$ cat config.mk
export PLATFORM = sky130hd
export DESIGN_NAME = pipe_stall_ctrl_flat
export DESIGN_NICKNAME = d
export VERILOG_FILES = /design/src/rtl/pipe_stall_ctrl_if.sv /design/src/rtl/pipe_stall_ctrl.sv /design/src/flat_wrapper.sv
export SDC_FILE = /design/constraint.sdc
export NUM_CORES = 1
export LEC_CHECK = 0
export BUFFER_PORTS_ARGS = -buffer_cell sky130_fd_sc_hd__buf_2
export CAP_MARGIN = 20
export CELL_PAD_IN_SITES_DETAIL_PLACEMENT = 0
export CELL_PAD_IN_SITES_GLOBAL_PLACEMENT = 2
export CORE_ASPECT_RATIO = 0.6
export CORE_MARGIN = 2
export CORE_UTILIZATION = 33
export DETAILED_ROUTE_END_ITERATION = 16
export PLACE_DENSITY = 0.85
export SYNTH_ARGS = -nofsm -noshare
export SYNTH_HDL_FRONTEND = slang
export SYNTH_SLANG_ARGS = --single-unit
$ cat constraint.sdc
create_clock -name clk -period 5.5 [get_ports clk]
set_input_delay 0.55 -clock clk [delete_from_list [all_inputs] [get_ports clk]]
set_output_delay 0.55 -clock clk [all_outputs]
set_load 0.03 [all_outputs]
$ cat src/rtl/pipe_stall_ctrl_if.sv
`default_nettype none
// ---------------------------------------------------------------------------
// pipe_stall_ctrl_if : hazard requests in, pipeline hold/bubble/flush out
// Rev 1.0
// ---------------------------------------------------------------------------
interface pipe_stall_ctrl_if;
    logic       load_use;
    logic       branch_id;
    logic       stack_id;
    logic       stack_flow;
    logic       pc_update;
    logic       kbd_req;
    logic       kbd_ready;
    logic       stall_pc;
    logic       stall_ifid;
    logic       bubble_idex;
    logic       flush_ifid;
    logic       br_timeout;
    logic [1:0] ctrl_state;

    // master: hazard detector / CPU side that raises requests
    modport master (
        output load_use, branch_id, stack_id, stack_flow, pc_update, kbd_req, kbd_ready,
        input  stall_pc, stall_ifid, bubble_idex, flush_ifid, br_timeout, ctrl_state
    );

    // slave: the stall sequencer itself
    modport slave (
        input  load_use, branch_id, stack_id, stack_flow, pc_update, kbd_req, kbd_ready,
        output stall_pc, stall_ifid, bubble_idex, flush_ifid, br_timeout, ctrl_state
    );
endinterface
`default_nettype wire

$ cat src/rtl/pipe_stall_ctrl.sv
`default_nettype none
// ---------------------------------------------------------------------------
// pipe_stall_ctrl : stall/flush sequencer for the 5-stage pipeline
// Rev 1.0
// ---------------------------------------------------------------------------
module pipe_stall_ctrl #(
    parameter int STACK_LAT  = 2,
    parameter int BR_TIMEOUT = 15,
    parameter int CNT_W      = 4
) (
    input  wire                clk,
    input  wire                rst,
    pipe_stall_ctrl_if.slave   bus
);

    typedef enum logic [1:0] {
        S_IDLE    = 2'd0,
        S_BR_WAIT = 2'd1,
        S_STACK   = 2'd2,
        S_KBD     = 2'd3
    } state_t;

    localparam logic [CNT_W-1:0] C_STACK_INIT = CNT_W'(STACK_LAT - 1);
    localparam logic [CNT_W-1:0] C_BR_LAST    = CNT_W'(BR_TIMEOUT - 1);
    localparam logic [CNT_W-1:0] C_CNT_MAX    = '1;

    state_t           state_q, state_d;
    logic [CNT_W-1:0] cnt_q,   cnt_d;
    logic             flow_q,  flow_d;

    logic             stall_pc_w;
    logic             stall_ifid_w;
    logic             bubble_idex_w;
    logic             flush_ifid_w;
    logic             br_timeout_w;

    always_ff @(posedge clk or posedge rst) begin
        if (rst) begin
            state_q <= S_IDLE;
            cnt_q   <= '0;
            flow_q  <= 1'b0;
        end else begin
            state_q <= state_d;
            cnt_q   <= cnt_d;
            flow_q  <= flow_d;
        end
    end

    always_comb begin
        state_d       = state_q;
        cnt_d         = cnt_q;
        flow_d        = flow_q;
        stall_pc_w    = 1'b0;
        stall_ifid_w  = 1'b0;
        bubble_idex_w = 1'b0;
        flush_ifid_w  = 1'b0;
        br_timeout_w  = 1'b0;

        unique case (state_q)
            S_IDLE: begin
                // Load-use wins; the same instr's other requests come back next cycle.
                if (bus.load_use) begin
                    stall_pc_w    = 1'b1;
                    stall_ifid_w  = 1'b1;
                    bubble_idex_w = 1'b1;
                end else if (bus.branch_id) begin
                    stall_pc_w = 1'b1;
                    state_d    = S_BR_WAIT;
                    cnt_d      = '0;
                end else if (bus.stack_id) begin
                    state_d = S_STACK;
                    cnt_d   = C_STACK_INIT;
                    flow_d  = bus.stack_flow;
                end else if (bus.kbd_req && !bus.kbd_ready) begin
                    stall_pc_w    = 1'b1;
                    stall_ifid_w  = 1'b1;
                    bubble_idex_w = 1'b1;
                    state_d       = S_KBD;
                end
            end

            S_BR_WAIT: begin
                flush_ifid_w = 1'b1;
                if (bus.pc_update) begin
                    state_d = S_IDLE;
                    cnt_d   = '0;
                end else if (cnt_q == C_BR_LAST) begin
                    stall_pc_w   = 1'b1;
                    br_timeout_w = 1'b1;
                    state_d      = S_IDLE;
                    cnt_d        = '0;
                end else begin
                    stall_pc_w = 1'b1;
                    cnt_d      = (cnt_q == C_CNT_MAX) ? cnt_q : cnt_q + 1'b1;
                end
            end

            S_STACK: begin
                stall_pc_w    = 1'b1;
                stall_ifid_w  = 1'b1;
                bubble_idex_w = 1'b1;
                if (cnt_q == '0) begin
                    // call/ret still need the redirect target before fetch resumes
                    state_d = flow_q ? S_BR_WAIT : S_IDLE;
                    flow_d  = 1'b0;
                end else begin
                    cnt_d = cnt_q - 1'b1;
                end
            end

            S_KBD: begin
                if (bus.kbd_ready) begin
                    state_d = S_IDLE;
                end else begin
                    stall_pc_w    = 1'b1;
                    stall_ifid_w  = 1'b1;
                    bubble_idex_w = 1'b1;
                end
            end

            default: begin
                state_d = S_IDLE;
                cnt_d   = '0;
                flow_d  = 1'b0;
            end
        endcase
    end

    assign bus.stall_pc    = stall_pc_w;
    assign bus.stall_ifid  = stall_ifid_w;
    assign bus.bubble_idex = bubble_idex_w;
    assign bus.flush_ifid  = flush_ifid_w;
    assign bus.br_timeout  = br_timeout_w;
    assign bus.ctrl_state  = state_q;

endmodule
`default_nettype wire

$ cat src/flat_wrapper.sv
// flat-port wrapper written by rule: the top's interface ports become plain ports
module pipe_stall_ctrl_flat 
#(
    parameter int STACK_LAT  = 2,
    parameter int BR_TIMEOUT = 15,
    parameter int CNT_W      = 4
)
  (clk, rst, bus_load_use, bus_branch_id, bus_stack_id, bus_stack_flow, bus_pc_update, bus_kbd_req, bus_kbd_ready, bus_stall_pc, bus_stall_ifid, bus_bubble_idex, bus_flush_ifid, bus_br_timeout, bus_ctrl_state);
  pipe_stall_ctrl_if bus_i ();
  input  wire clk;
  input  wire rst;
  input wire logic [$bits(bus_i.load_use)-1:0] bus_load_use;
  input wire logic [$bits(bus_i.branch_id)-1:0] bus_branch_id;
  input wire logic [$bits(bus_i.stack_id)-1:0] bus_stack_id;
  input wire logic [$bits(bus_i.stack_flow)-1:0] bus_stack_flow;
  input wire logic [$bits(bus_i.pc_update)-1:0] bus_pc_update;
  input wire logic [$bits(bus_i.kbd_req)-1:0] bus_kbd_req;
  input wire logic [$bits(bus_i.kbd_ready)-1:0] bus_kbd_ready;
  output wire logic [$bits(bus_i.stall_pc)-1:0] bus_stall_pc;
  output wire logic [$bits(bus_i.stall_ifid)-1:0] bus_stall_ifid;
  output wire logic [$bits(bus_i.bubble_idex)-1:0] bus_bubble_idex;
  output wire logic [$bits(bus_i.flush_ifid)-1:0] bus_flush_ifid;
  output wire logic [$bits(bus_i.br_timeout)-1:0] bus_br_timeout;
  output wire logic [$bits(bus_i.ctrl_state)-1:0] bus_ctrl_state;
  assign bus_i.load_use = bus_load_use;
  assign bus_i.branch_id = bus_branch_id;
  assign bus_i.stack_id = bus_stack_id;
  assign bus_i.stack_flow = bus_stack_flow;
  assign bus_i.pc_update = bus_pc_update;
  assign bus_i.kbd_req = bus_kbd_req;
  assign bus_i.kbd_ready = bus_kbd_ready;
  assign bus_stall_pc = bus_i.stall_pc;
  assign bus_stall_ifid = bus_i.stall_ifid;
  assign bus_bubble_idex = bus_i.bubble_idex;
  assign bus_flush_ifid = bus_i.flush_ifid;
  assign bus_br_timeout = bus_i.br_timeout;
  assign bus_ctrl_state = bus_i.ctrl_state;
  pipe_stall_ctrl #(.STACK_LAT(STACK_LAT), .BR_TIMEOUT(BR_TIMEOUT), .CNT_W(CNT_W)) u_core (.clk(clk), .rst(rst), .bus(bus_i));
endmodule
==> results by group <==
Run status
  • Outcome: finished clean

Drt
  • Met3 WL post-DR: 160 um
  • Post-route ant nets: 0
  • Vias: between 600 and 700
  • WL met2: approximately 570 um
  • Routed wire length: between 1500 and 2000 um
  • Max Used Layer: met4
  • DR WL/cell: around 13 um
  • DRC viols: 0
  • DRT Pass-1 Iters: 4
  • Detailed Route Iter0 Violations: 75
  • Via density: between 5 and 6
  • M1 WL: between 1000 and 1500 um

Clock network
  • CTS buffer count: 3
  • Clock latency on the worst-skew pair: approximately 220 ps
  • Max clock buf depth: 2
  • CTS tree: built
  • Hold-fix buffers, CTS: 0
  • Clock slew at reported path FFs: 40 ps
  • Setup repair bufs after CTS: 0
  • Resized cells post-CTS: 0
  • Root Buffer: clkbuf_8
  • H-tree levels: 1
  • Clock sinks: 7

Yosys
  • Post-Synthesis Mean Instance Area: roughly 8.4 um2
  • Gate Count Post-Synth: between 80 and 90
  • Cell taking the most area after synthesis: dfrtp_1
  • Yosys reg bits: 7
  • Yosys Warn Count: 0
  • Synth area leaders: dfrtp_1 24%, ha_1 15%, nand2b_1 5.1%
  • Yosys top cell area share: about a quarter
  • Syn nets: between 100 and 150
  • Seq/Total Area, Yosys: between 20% and 30%
  • Post-synthesis cell area: 732.0 um2
  • Unique cell type count in the Yosys netlist: 35

Power and ir drop
  • Total power: approximately 0.5 mW
  • VDD IR max: 0.2631 mV
  • Leak: a little over 0.4 nW
  • Pwr Density: 585.0 mW/mm2

Critical path
  • Worst flop-to-flop path startpoint: u_core.bus.ctrl_state[0]
  • Critical-path top delay cell: dfrtp_1
  • Worst setup startpoint: u_core.bus.ctrl_state[0]
  • WS Path Type: reg -> out
  • Critical Path End: bus_bubble_idex
  • Worst Path Arrival: around 1800 ps
  • Slowest stage delay, CP: roughly 420 ps
  • Worst R2R Setup Slack: around 3500 ps
  • RR Endpoint: u_core.cnt_q[0]
  • Worst r2r path cells: 6
  • Worst setup SP type: flip-flop
  • CP max FO: 8
  • WP data required: between 4000 and 5000 ps
  • Cell Chain, Critical Path: inv_1 > ha_1 > and2b_1 > nand2_1 > a31oi_1 > buf_2
  • Worst Setup End Kind: output pin

Global route
  • Congestion Overflow GR: 0
  • Gr usage total: 14.50%
  • Vias in the first global route: 525
  • Initial antenna violation count: 0
  • First-pass GRT wire length: ~2700 um
  • Largest net degree at the start of global routing: 10

Floorplanning
  • Core Area: 0.002131 mm2
  • Initial cell density of the core: between 30% and 40%
  • Chip height: between 40 and 50 um
  • Top-level I/O count: 16
  • Chip Width: ~65 um
  • Die ar.: around 0.0026 mm2
  • # rows: 13

Timing
  • Pins Over Slew Limit: 0
  • Fmax: 425.9 MHz
  • Final clock skew: 2.521 ps
  • Post-route minimum period: around 2300 ps
  • Unrepaired setup endpoints after global routing: no
  • Slew at the pin with the worst max-slew slack: between 400 and 500 ps
  • Final setup TNS: 0 ps
  • Min Hold Slack: 242.5 ps
  • Fin crit share: a little over two fifths
  • Hold Fails Final Rpt: 0
  • Max-slew headroom: about three quarters
  • Final setup viols: 0

Placed design
  • Placed insts: 130
  • Port bufs: 15
  • RD Place Congestion: between 0.7 and 0.8
  • Final HPWL DP: around 1400 um

Final layout
  • Number of nets in the layout: 123
  • Post-Layout Cell Count: between 100 and 150
  • Ant. Diodes: 0
  • Commonest cells after routing, fill and taps aside: 15 x buf_2, 9 x nor2_1, 9 x inv_1, 9 x ha_1, 7 x dfrtp_1
  • Filler cell count: between 200 and 250
  • Share of layout cells above drive strength 1: ~24%
  • Most common cell after layout, fill and taps aside: buf_2
  • P&R area growth vs syn: 18.97%

Job
  • Maximum capacitance violations: 0

Worst hold path
  • Type of the worst min-delay path: in -> async
## worst min path at each step
stage | cells past startpoint | slack, ps | endpoint
2_1_floorplan | 1 | 350 | u_core.bus.ctrl_state[0]
3_3_place_gp | 2 | 480 | u_core.bus.ctrl_state[0]
3_5_place_dp | 1 | 480 | u_core.flow_q
4_1_cts | 2 | 250 | u_core.bus.ctrl_state[0]
5_1_grt | 2 | 270 | u_core.bus.ctrl_state[0]
6_report | 2 | 240 | u_core.bus.ctrl_state[0]
## power by group
part	leakage [nW]	switching, mW	internal, mW
registers	0.0920	0.0322	0.0740
clock network	0.0228	0.0198	0.0499
logic	0.291	0.204	0.129
## layout make-up
cell class                      count  area [um2]  share of cell area, %
Clock buffer                        4       45.04                  5.172
Multi-Input combinational cell     69       504.2                  57.90
Timing Repair Buffer               15       75.07                  8.621
Tap cell                           30       37.54                  4.310
Sequential cell                     7       175.2                  20.11
Inverter                            9       33.78                  3.879
## flip-flops by register name, indices dropped and copies added, names as in the netlist
signal                 flops
u_core.bus.ctrl_state      2
u_core.cnt_q               4
u_core.flow_q              1
## synth_stat cells, drive strengths merged
master   number
mux2          2
o32ai         1
o21ai         4
a32oi         1
a21oi         3
nor3          4
mux2i         1
o221ai        1
and3          2
o2111ai       2
nor3b         2
nand2         4
inv           9
or3           1
nand2b        6
a21boi        1
o22ai         2
buf           2
a22o          1
dfrtp         7
a31o          1
nand3         3
and2          1
nor2          9
a31oi         3
ha            9
and2b         1
a32o          1
and4          1
and4b         1
nor2b         1
## per-layer routing
metal  vias up  track usage, %
li1        346               -
met1       296           25.74
met2        29           13.92
met3         2           2.247
met4         0           6.383
met5         -               0
## critical path, delay by kind of cell (launching register included)
family          cells  cell delay [ps]
flops               1              420
buf+inv             2              350
simple gates        2              320
fa+ha+maj           1              310
compound gates      1              180
## through the flow
stage | util (%) | area [um2] | setup slack (ps)
after floorplan | - | 732.0 | 2920
after global placement | 38.76 | 825.8 | 3394
after detailed placement | 38.76 | 825.8 | 3399
after CTS | 40.87 | 870.8 | 3153
after global routing | 40.87 | 870.8 | 2986
final | 40.87 | 870.8 | 3152
## logic make-up after synthesis
kind of cell    after synthesis  share of synthesized area (%)
fa+ha+maj                     9                          15.38
simple gates                 36                          27.69
mux                           3                          4.957
compound gates               21                          20.86
flops                         7                          23.93
buf+inv                      11                          7.179
No activity file was read; power rests on OpenSTA's default activity.
